## config.mk

```make
export PLATFORM = sky130hd
export DESIGN_NAME = gmux_switch_ctrl
export DESIGN_NICKNAME = d
export VERILOG_FILES = /design/src/rtl/gmux_ctrl_pkg.sv /design/src/rtl/gmux_ctrl_timer.sv /design/src/rtl/gmux_switch_ctrl.sv
export SDC_FILE = /design/constraint.sdc
export NUM_CORES = 1
export LEC_CHECK = 0
export ABC_AREA = 1
export BUFFER_PORTS_ARGS = -buffer_cell sky130_fd_sc_hd__buf_4
export CORE_MARGIN = 2
export CORE_UTILIZATION = 30
export CTS_BUF_LIST = sky130_fd_sc_hd__clkbuf_2 sky130_fd_sc_hd__clkbuf_4 sky130_fd_sc_hd__clkbuf_8
export CTS_CLUSTER_DIAMETER = 80
export DETAILED_ROUTE_END_ITERATION = 8
export GPL_TIMING_DRIVEN = 0
export HOLD_SLACK_MARGIN = 0.06
export PLACE_DENSITY = 0.51
export SYNTH_ARGS = -nofsm -noshare
export SYNTH_HDL_FRONTEND = slang
export SYNTH_SLANG_ARGS = --single-unit
```

## constraint.sdc

```tcl
create_clock -name clk -period 1.6 [get_ports clk]
set_input_delay 0.16 -clock clk [delete_from_list [all_inputs] [get_ports clk]]
set_output_delay 0.16 -clock clk [all_outputs]
set_load 0.05 [all_outputs]
```

## src/rtl/gmux_ctrl_pkg.sv

```systemverilog
// Shared types and constants for the GMUX source-switch sequencer.
// Holds the FSM state encoding, quadrant/source constants and the APPLY-edge helper.
package gmux_ctrl_pkg;

    localparam int NQ  = 4;
    localparam int QTL = 0;
    localparam int QTR = 1;
    localparam int QBL = 2;
    localparam int QBR = 3;

    localparam logic SRC_GCLKIN = 1'b0;
    localparam logic SRC_HSCK   = 1'b1;

    typedef enum logic [2:0] {
        IDLE,
        DRAIN,
        SWITCH,
        SETTLE,
        APPLY
    } state_t;

    typedef struct packed {
        logic          sel;
        logic [NQ-1:0] qmask;
        logic [NQ-1:0] vlp;
    } sw_req_t;

    typedef struct packed {
        logic [NQ-1:0] sen;
        logic [NQ-1:0] den;
        logic [NQ-1:0] dynen;
        logic [NQ-1:0] vlp;
    } qcfg_t;

    localparam qcfg_t CFG_RESET = '{sen: 4'h0, den: 4'h0, dynen: 4'h0, vlp: 4'hF};

    // A quadrant asking for VLP keeps its static enable but loses the dynamic ones.
    function automatic qcfg_t apply_cfg(input logic [NQ-1:0] qmask, input logic [NQ-1:0] vlp_req);
        qcfg_t cfg;
        cfg.sen   = qmask;
        cfg.den   = qmask & ~vlp_req;
        cfg.dynen = qmask & ~vlp_req;
        cfg.vlp   = ~qmask | vlp_req;
        return cfg;
    endfunction

endpackage

```

## src/rtl/gmux_ctrl_timer.sv

```systemverilog
// Loadable down-counter with a zero flag; times the guard and settle windows.
module gmux_ctrl_timer #(
    parameter int CNT_W = 4
) (
    input  logic             clk,
    input  logic             rst,
    input  logic             i_load,
    input  logic [CNT_W-1:0] i_value,
    input  logic             i_dec,
    output logic             o_zero
);

    logic [CNT_W-1:0] r_count;

    always_ff @(posedge clk) begin
        if (rst) begin
            r_count <= '0;
        end else if (i_load) begin
            r_count <= i_value;
        end else if (i_dec && (r_count != '0)) begin
            r_count <= r_count - 1'b1;
        end
    end

    assign o_zero = (r_count == '0);

endmodule

```

## src/rtl/gmux_switch_ctrl.sv

```systemverilog
// Glitch-safe GMUX source switch: drain all quadrant enables, flip SSEL, settle,
// then apply the requested quadrant enable / very-low-power configuration.
module gmux_switch_ctrl
    import gmux_ctrl_pkg::*;
#(
    parameter int GUARD_CYCLES  = 4,
    parameter int SETTLE_CYCLES = 8,
    parameter int CNT_W         = 4
) (
    input  logic          clk,
    input  logic          rst,
    input  logic          req_valid,
    output logic          req_ready,
    input  logic          req_sel,
    input  logic [NQ-1:0] req_qmask,
    input  logic [NQ-1:0] req_vlp,
    output logic          ssel,
    output logic [NQ-1:0] sen,
    output logic [NQ-1:0] den,
    output logic [NQ-1:0] dynen,
    output logic [NQ-1:0] vlp,
    output logic          busy,
    output logic          done
);

    localparam int MAX_WAIT = (GUARD_CYCLES > SETTLE_CYCLES) ? GUARD_CYCLES : SETTLE_CYCLES;

    if (GUARD_CYCLES < 1) begin : g_bad_guard
        $error("gmux_switch_ctrl: GUARD_CYCLES must be >= 1");
    end
    if (SETTLE_CYCLES < 1) begin : g_bad_settle
        $error("gmux_switch_ctrl: SETTLE_CYCLES must be >= 1");
    end
    if (MAX_WAIT > (2 ** CNT_W) - 1) begin : g_bad_cnt_w
        $error("gmux_switch_ctrl: CNT_W too narrow for GUARD_CYCLES/SETTLE_CYCLES");
    end

    localparam logic [CNT_W-1:0] GUARD_LOAD  = CNT_W'(GUARD_CYCLES - 1);
    localparam logic [CNT_W-1:0] SETTLE_LOAD = CNT_W'(SETTLE_CYCLES - 1);

    state_t  r_state;
    logic    r_ssel;
    qcfg_t   r_cfg;
    logic    r_done;
    sw_req_t r_req;

    state_t           w_state_nxt;
    logic             w_ssel_nxt;
    qcfg_t            w_cfg_nxt;
    logic             w_done_nxt;
    logic             w_latch;
    logic             w_tmr_load;
    logic [CNT_W-1:0] w_tmr_value;
    logic             w_tmr_dec;
    logic             w_tmr_zero;
    sw_req_t          w_req_in;
    sw_req_t          w_apply_src;

    assign w_req_in = '{sel: req_sel, qmask: req_qmask, vlp: req_vlp};

    // A same-source request applies on its accept edge, before r_req holds it.
    assign w_apply_src = (r_state == IDLE) ? w_req_in : r_req;

    gmux_ctrl_timer #(
        .CNT_W (CNT_W)
    ) u_timer (
        .clk     (clk),
        .rst     (rst),
        .i_load  (w_tmr_load),
        .i_value (w_tmr_value),
        .i_dec   (w_tmr_dec),
        .o_zero  (w_tmr_zero)
    );

    always_comb begin
        // NOTE: every output of this block gets a default first, so no path infers a latch.
        w_state_nxt = r_state;
        w_ssel_nxt  = r_ssel;
        w_cfg_nxt   = r_cfg;
        w_done_nxt  = 1'b0;
        w_latch     = 1'b0;
        w_tmr_load  = 1'b0;
        w_tmr_value = '0;
        w_tmr_dec   = 1'b0;

        case (r_state)
            IDLE: begin
                if (req_valid) begin
                    w_latch = 1'b1;
                    if (req_sel != r_ssel) begin
                        w_state_nxt     = DRAIN;
                        w_cfg_nxt.sen   = '0;
                        w_cfg_nxt.den   = '0;
                        w_cfg_nxt.dynen = '0;
                        w_tmr_load      = 1'b1;
                        w_tmr_value     = GUARD_LOAD;
                    end else begin
                        w_state_nxt = APPLY;
                    end
                end
            end
            DRAIN: begin
                if (w_tmr_zero) begin
                    w_state_nxt = SWITCH;
                    w_ssel_nxt  = r_req.sel;
                    w_tmr_load  = 1'b1;
                    w_tmr_value = SETTLE_LOAD;
                end else begin
                    w_tmr_dec = 1'b1;
                end
            end
            // The SWITCH cycle is the first settle cycle, so a 1-cycle settle skips SETTLE.
            SWITCH, SETTLE: begin
                if (w_tmr_zero) begin
                    w_state_nxt = APPLY;
                end else begin
                    w_state_nxt = SETTLE;
                    w_tmr_dec   = 1'b1;
                end
            end
            default: begin
                w_state_nxt = IDLE;
            end
        endcase

        // APPLY is taken on a single edge; the register lands back in IDLE with done.
        if (w_state_nxt == APPLY) begin
            w_cfg_nxt   = apply_cfg(w_apply_src.qmask, w_apply_src.vlp);
            w_done_nxt  = 1'b1;
            w_state_nxt = IDLE;
        end
    end

    always_ff @(posedge clk) begin
        // NOTE: non-blocking assignments so every register samples pre-edge values.
        if (rst) begin
            r_state <= IDLE;
            r_ssel  <= SRC_GCLKIN;
            r_cfg   <= CFG_RESET;
            r_done  <= 1'b0;
        end else begin
            r_state <= w_state_nxt;
            r_ssel  <= w_ssel_nxt;
            r_cfg   <= w_cfg_nxt;
            r_done  <= w_done_nxt;
        end
    end

    always_ff @(posedge clk) begin
        // NOTE: the request holding register is always written before it is read, so it has no reset.
        if (w_latch) begin
            r_req <= w_req_in;
        end
    end

    assign req_ready = (r_state == IDLE);
    assign busy      = (r_state != IDLE);
    assign ssel      = r_ssel;
    assign sen       = r_cfg.sen;
    assign den       = r_cfg.den;
    assign dynen     = r_cfg.dynen;
    assign vlp       = r_cfg.vlp;
    assign done      = r_done;

endmodule

```

==> results.ini, run 1 <==
[finish]
diodes=0
drive_above_1_share=0.286
area_growth_pct=34.0
fin_nets=225
utilization=0.421

[clock_tree]
numCtsBuffers=5
post-cts-setup-buffer-count=0
numClockSinks=30
cts_tree=yes
clockBufferDepth=2
clock_latency_ns=0.28
clk_pin_slew_ns=0.06
htreeDepth=2
cts_root_buf=clkbuf_8

[routing]
top_layer_used=met4
dr.pass1.iters=4
drc=0
vias_per_cell=4.54
wl_per_cell_um=11.8
routed_wl_mm=3.13
ant_nets=0
drt_iter0_drc=71
wl_met2_mm=1.49
m1WireLength_mm=1.43
wl_met3_um=157
vias=1204

[sta]
setup_violations=0
fin_crit_sh=0.922
finalSetupTns_ns=0
rsz0062_at_grt=false
finalHoldViolCount=0
period_needed_ns=1.48
clock_skew_ns=0.00469
fmax_ghz=0.678
drv_slew=0

[die]
die_y_um=71.8
num_rows=24
ioPinCount=32
dieWidth_um=71.8
core_area_mm2=0.00438
start_util=0.314
dieArea_mm2=0.00515

[setup_path]
r2r_setup_slack_ns=0.17
cp_data_arrival_time_ns=1.32
regToRegEndpoint=sen[2]
reg2reg_depth=8
crit_path_end_kind=primary output
crit_start=r_state[1]
critPathRequiredTime_ns=1.44
critPathMaxStageDelay_ns=0.34
critPathMaxFanout=10
rr_startpoint=u_timer.r_count[0]
path_class=reg2out
critPathLaunchType=flip-flop
cp_cell_sequence=nor2_4 > nand2_2 > buf_6 > inv_2 > buf_4
cp_slowest_cell=dfxtp_1

[hold_path]
min_path_cells=1
hold_class=in2reg
hold_end=r_req[8]
hp-start=req_sel

[global_route]
grt_pass1_vias=1166
grt_max_degree=11
grt.total_usage=0.134
overflow=0
antenna_found_initial=0
grt_pass1_wl_mm=5.35

[outcome]
status=completed

[synthesis]
ys_ff_latch=30
synth_warnings=0
postSynthAreaPerCell_um2=8.25
ys_types=27
synth_nets=180
syn_area_mm2=0.00138
ys_seq_area_frac=0.501
synthCells=167

[pwr]
power.density_mw_per_mm2=975
p_leak_nw=0.837
peakVddDrop_mv=0.357

[place]
dpl.hpwl_mm=2.36
portBuffers=30
place.gp.congestion=0.707

[flow_run]
maxCapViolations=0

## layout make-up
| class | instances | area [um^2] |
|---|---|---|
| fillers | 454 | 2540 |
| flip-flops and latches | 30 | 691 |
| multi-input cells | 106 | 541 |
| repair buffers | 38 | 305 |
| clock buffers | 8 | 91.3 |
| inverters | 23 | 90.1 |
| well taps | 52 | 65.1 |
| plain buffers | 8 | 62.6 |
## worst max-delay path by stage
| stage | endpoint | slack (ns) | cells past startpoint |
|---|---|---|---|
| after floorplan | vlp[0] | 0.09 | 8 |
| after global placement | den[3] | 0.06 | 6 |
| after detailed placement | den[0] | 0.03 | 6 |
| after CTS | den[0] | 0.02 | 6 |
| after global routing | sen[2] | 0.002 | 6 |
| final | req_ready | 0.12 | 5 |
## cell usage in the layout, fill, tap and decap left out, drive strengths merged, types with 2 or more instances in the layout
cell type / netlist / layout
nand2: 42 / 42
buf: 8 / 38
inv: 23 / 22
dfxtp: 21 / 21
nor2: 17 / 17
nand3: 14 / 14
o21ai: 14 / 14
edfxtp: 9 / 9
dlygate4sd3: 0 / 8
clkbuf: 0 / 8
a21oi: 6 / 6
nand4: 5 / 5
a31oi: 2 / 2
## registers in the layout, summed over array words and instances, names as in the netlist
name / cells
den: 4
done: 1
r_req: 9
r_state: 3
sen: 4
ssel: 1
u_timer.r_count: 4
vlp: 4
## critical path: cells and delay by family, from the launching register on
kind                   cells  cell delay, ns
buffers and inverters      3            0.45
flip-flops                 1            0.34
AND/OR/NAND/NOR            2            0.24
## metal layers
layer | global-route usage | up-vias
li1 | - | 625
met1 | 0.156 | 543
met2 | 0.229 | 31
met3 | 0.0534 | 5
met4 | 0.0377 | 0
met5 | 0 | -
## metrics by stage
step                      std cells  hold WS [ns]  setup WS [ns]  cell area, um^2  power, W
after floorplan                 167         0.259         0.0895             1380   0.00107
after global placement          249         0.349         0.0565             1670   0.00116
final                           265        0.0753          0.125             1850   0.00180
after CTS                       262        0.0602         0.0190             1810   0.00182
after detailed placement        249         0.350         0.0306             1670   0.00117
after global routing            265        0.0613        0.00211             1850   0.00190
## repair_timing
action,in CTS,in global routing
hold buffers,5,3
hold endpoints to repair,5,3
setup endpoints to repair,0,10
resized for setup,0,2
## synthesized netlist by cell type
master,n,share of area
nand2_1,38,0.10
inv_1,22,0.060
dfxtp_1,21,0.31
nand3_1,13,0.047
nor2_1,12,0.033
edfxtp_1,9,0.20
o21ai_1,9,0.033
a21oi_1,5,0.018
nand4_1,5,0.023
buf_4,4,0.022
nand2_2,4,0.018
o21ai_0,4,0.015
nor2_4,3,0.025
a31oi_1,2,0.0091
buf_2,2,0.0073
buf_6,2,0.016
nor2_2,2,0.0091
a21oi_2,1,0.0064
conb_1,1,0.0027
ha_1,1,0.0091
inv_2,1,0.0027
nand3_2,1,0.0073
nor3_1,1,0.0036
o211ai_1,1,0.0055
o21ai_4,1,0.012
o21bai_1,1,0.0055
xor2_1,1,0.0064
## cells by family after synthesis
logic type,count (synthesis),synth area share
xor gates and xnor gates,1,0.00636
other,1,0.00272
buffers and inverters,31,0.108
adders and majority gates,1,0.00908
and+or+nand+nor,79,0.269
AOI/OAI and AO/OA,24,0.104
DFF,30,0.501
## power breakdown
part           switching [W]  leakage [nW]  internal, W  total (W)
clock network       0.000274        0.0498     0.000359   0.000633
registers          0.0000195         0.255     0.000820   0.000839
logic               0.000213         0.532     0.000115   0.000327
Note: power is estimated with default switching activity, not from simulation.
==> run 2, diff against run 1 <==
- GPL_TIMING_DRIVEN: 0 -> 1
==> results.ini, run 2 (synthesis results as in run 1) <==
[outcome]
status=completed

[global_route]
overflow=0
grt.total_usage=0.136
grt_pass1_wl_mm=5.45
grt_pass1_vias=1283
grt_max_degree=17
antenna_found_initial=0

[flow_run]
maxCapViolations=0

[routing]
drc=0
wl_per_cell_um=12.1
vias_per_cell=4.74
ant_nets=0
drt_iter0_drc=71
vias=1237
dr.pass1.iters=4
routed_wl_mm=3.17

[sta]
drv_slew=0
clock_skew_ns=0.00264
finalSetupTns_ns=0
fin_crit_sh=0.923
setup_violations=0
relSlewSlack=0.651
finalHoldViolCount=0
rsz0062_at_grt=false
fmax_ghz=0.677
hold_ws_ns=0.0925
tightest_slew_ns=0.522
period_needed_ns=1.48

[finish]
top_register=r_req
fin_nets=221
utilization=0.420
layout_common_cells=nand2_1 (38), buf_4 (32), inv_1 (22)
diodes=0
layout_commonest_cell=nand2_1
area_growth_pct=33.5
drive_above_1_share=0.258
largest_reg_flops=9

[place]
place.gp.congestion=0.811
portBuffers=31
dpl.hpwl_mm=2.34

[setup_path]
crit_buf_inv=2
critPathLaunchType=flip-flop
path_class=reg2out
r2r_setup_slack_ns=0.19
crit_path_end_kind=primary output
cp_slowest_cell=dfxtp_1
critPathMaxStageDelay_ns=0.35
cp_data_arrival_time_ns=1.32
critPathMaxFanout=14
cp_cell_sequence=nor2_4 > nand2_2 > inv_2 > buf_4
critPathTopFamily=buffers and inverters
critPathRequiredTime_ns=1.44

[pwr]
p_leak_nw=0.835
power.density_mw_per_mm2=1040
peakVddDrop_mv=0.371

[clock_tree]
clock_latency_ns=0.28
numCtsBuffers=5
htreeDepth=2
clk_pin_slew_ns=0.07
cts_root_buf=clkbuf_8
cts_resized=0
clockBufferDepth=2
numClockSinks=30
cts_tree=yes

[die]
ioPinCount=32
core_area_mm2=0.00438
num_rows=24
start_util=0.314
die_y_um=71.8
dieArea_mm2=0.00515
dieWidth_um=71.8

[hold_path]
hold_class=in2reg

## run 2: cell count changes in the layout (fill, tap and decap cells not counted), sizes merged
cell and delta:
clkinv +2, inv +1, bufinv +1, clkbuf -3
clkinvlp -1, dlygate4sd3 +1, buf -5
## run 2: metrics by stage
stage          area, um^2  setup WS [ns]  total power [W]  cells
2_1_floorplan        1380         0.0895          0.00107    167
3_3_place_gp         1620          0.210          0.00115    243
3_5_place_dp         1620          0.151          0.00116    243
4_1_cts              1820         0.0594          0.00194    260
5_1_grt              1840         0.0163          0.00201    261
6_report             1840          0.124          0.00192    261
## run 2: worst register-to-register path, cell delays in order, from the launching register on
cell	delay (ns)
dfxtp_1	0.33
inv_1	0.08
ha_1	0.24
nand2_2	0.15
inv_1	0.08
nand2_1	0.11
o21ai_4	0.10
o21ai_0	0.11
nand3_1	0.09
## run 2: routing by layer
metal | part of all wire | up-vias | track usage | routed length [um]
met5 | 0 | - | 0 | 0
met4 | 0.015 | 0 | 0.0608 | 48
met3 | 0.062 | 5 | 0.0450 | 197
met2 | 0.49 | 33 | 0.242 | 1570
met1 | 0.43 | 581 | 0.146 | 1350
li1 | - | 618 | - | -
## run 2: layout make-up
class | instances | area [um^2]
fill | 438 | 2540
sequential | 30 | 691
multi-input combinational | 106 | 538
timing repair buffer | 42 | 350
inverter | 23 | 86.3
clock buffer | 5 | 68.8
tap | 52 | 65.1
clock inverter | 3 | 40.0
## run 2: where the power goes
group / internal [W] / switching [W] / total, W
logic: 0.000113 / 0.000209 / 0.000323
registers: 0.000820 / 0.0000204 / 0.000840
clock network: 0.000458 / 0.000299 / 0.000757
total: 0.00139 / 0.000529 / 0.00192
## run 2: final timing paths
| kind | endpoint | from | cells past startpoint |
|---|---|---|---|
| min | u_timer.r_count[1] | rst | 2 |
| max | req_ready | r_state[1] | 4 |
| min reg2reg | sen[2] | sen[2] | 2 |
| max reg2reg | vlp[1] | u_timer.r_count[0] | 8 |
## run 2: repair_timing
| item | in CTS | in global routing |
|---|---|---|
| hold buffers | 9 | 0 |
| endpoints found under the hold margin | 9 | 0 |
| setup buffers | 0 | 1 |
| setup endpoints to repair | 0 | 9 |
==> run 3, diff against run 2 <==
- CORE_ASPECT_RATIO: not set -> 1.4
==> results.ini, run 3 (synthesis results as in run 1) <==
[outcome]
status=completed

[sta]
drv_slew=0
rsz0062_at_grt=false
finalHoldViolCount=0
relSlewSlack=0.644
tightest_slew_ns=0.533
setup_ws_ns=0.137
fin_crit_sh=0.914
hold_ws_ns=0.0672
finalSetupTns_ns=0
fmax_ghz=0.683
clock_skew_ns=0.00671
setup_violations=0
period_needed_ns=1.46

[clock_tree]
cts_root_buf=clkbuf_8
clock_latency_ns=0.28
cts_resized=0
post-cts-setup-buffer-count=0
cts_tree=yes
numClockSinks=30
clk_pin_slew_ns=0.07
htreeDepth=2
clockBufferDepth=2
numCtsBuffers=5

[place]
portBuffers=31
place.gp.congestion=0.754
dpl.hpwl_mm=2.29
dp_slack_ns=0.142

[setup_path]
critPathTopFamily=buffers and inverters
critPathRequiredTime_ns=1.44
path_class=reg2out
cp_slowest_cell=dfxtp_1
rr_startpoint=u_timer.r_count[0]
crit_path_end_kind=primary output
critPathMaxFanout=14
critPathMaxStageDelay_ns=0.34
cp_data_arrival_time_ns=1.30
critPathLaunchType=flip-flop
cp_cell_sequence=nor2_4 > nand2_2 > inv_2 > buf_4
crit_start=r_state[1]
crit_buf_inv=2

[global_route]
grt.total_usage=0.129
grt_pass1_vias=1101
overflow=0
grt_pass1_wl_mm=5.02
grt_max_degree=17
antenna_found_initial=0

[routing]
vias_per_cell=4.23
dr.pass1.iters=4
wl_per_cell_um=11.6
ant_nets=0
drt_iter0_drc=26
drc=0
vias=1126
routed_wl_mm=3.10

[die]
dieWidth_um=61.3
ioPinCount=32
num_rows=29
dieArea_mm2=0.00516
start_util=0.309
core_area_mm2=0.00446
die_y_um=84.2

[finish]
fin_nets=216
layout_commonest_cell=nand2_1
layout_common_cells=nand2_1 (38), buf_4 (32), inv_1 (22)
top_register=r_req
area_growth_pct=28.3
drive_above_1_share=0.255
fillers=479
diodes=0
seqCellArea_um2=691
multiInputGateArea_um2=538
largest_reg_flops=9

[pwr]
p_total_w=0.00173
power.density_mw_per_mm2=977
p_leak_nw=0.792
peakVddDrop_mv=0.596

[flow_run]
maxCapViolations=0

[hold_path]
hp-start=req_vlp[2]
hold_class=in2reg

[run 3: changes by cell type in the layout (fill, tap and decap cells not counted), sizes merged]
| cell | before | now |
|---|---|---|
| clkinvlp | 0 | 1 |
| bufinv | 1 | 0 |
| buf | 33 | 32 |
| dlygate4sd3 | 9 | 5 |
[run 3: where the power goes]
part           switching [W]  total [W]  internal (W)
clock               0.000280   0.000577      0.000297
combinational       0.000207   0.000310      0.000102
sequential         0.0000204   0.000840      0.000820
[run 3: stage by stage]
step	instances	area [um^2]	util
6_report	266	1770	0.396
5_1_grt	266	1770	0.396
4_1_cts	262	1730	0.387
3_5_place_dp	253	1630	0.366
3_3_place_gp	253	1630	0.366
2_1_floorplan	167	1380	-
[run 3: routing by layer]
metal / global-route usage / up-vias / part of all wire / wire length, um
li1: - / 602 / - / -
met1: 0.170 / 497 / 0.46 / 1440
met2: 0.195 / 21 / 0.47 / 1470
met3: 0.0401 / 6 / 0.046 / 142
met4: 0.0474 / 0 / 0.016 / 50
met5: 0 / - / 0 / 0
[run 3: final cells by class]
| class | instances | area share |
|---|---|---|
| clock buffers | 5 | 0.0389 |
| clock inverters | 3 | 0.00920 |
| repair buffers | 37 | 0.164 |
| well taps | 62 | 0.0439 |
| inverters | 23 | 0.0488 |
| flip-flops and latches | 30 | 0.391 |
| multi-input cells | 106 | 0.304 |
[run 3: repair_timing]
action / CTS / global route
setup endpoints to repair: 0 / 1
hold buffers: 1 / 4
endpoints found under the hold margin: 1 / 4
[run 3: path summary, 6_finish.rpt]
kind	to	slack [ns]	depth (start not counted)
worst max-delay path	req_ready	0.14	4
worst min-delay path	r_req[2]	0.07	1
worst max register to register	sen[1]	0.14	7
worst min register to register	sen[3]	0.48	2
[run 3: worst reg2reg max path, delay by kind of cell (launching register included)]
family                     cells  cell delay, ns
AOI/OAI and AO/OA              1            0.15
adders and majority gates      1            0.23
buffers and inverters          1            0.08
DFF                            1            0.32
and+or+nand+nor                4            0.61
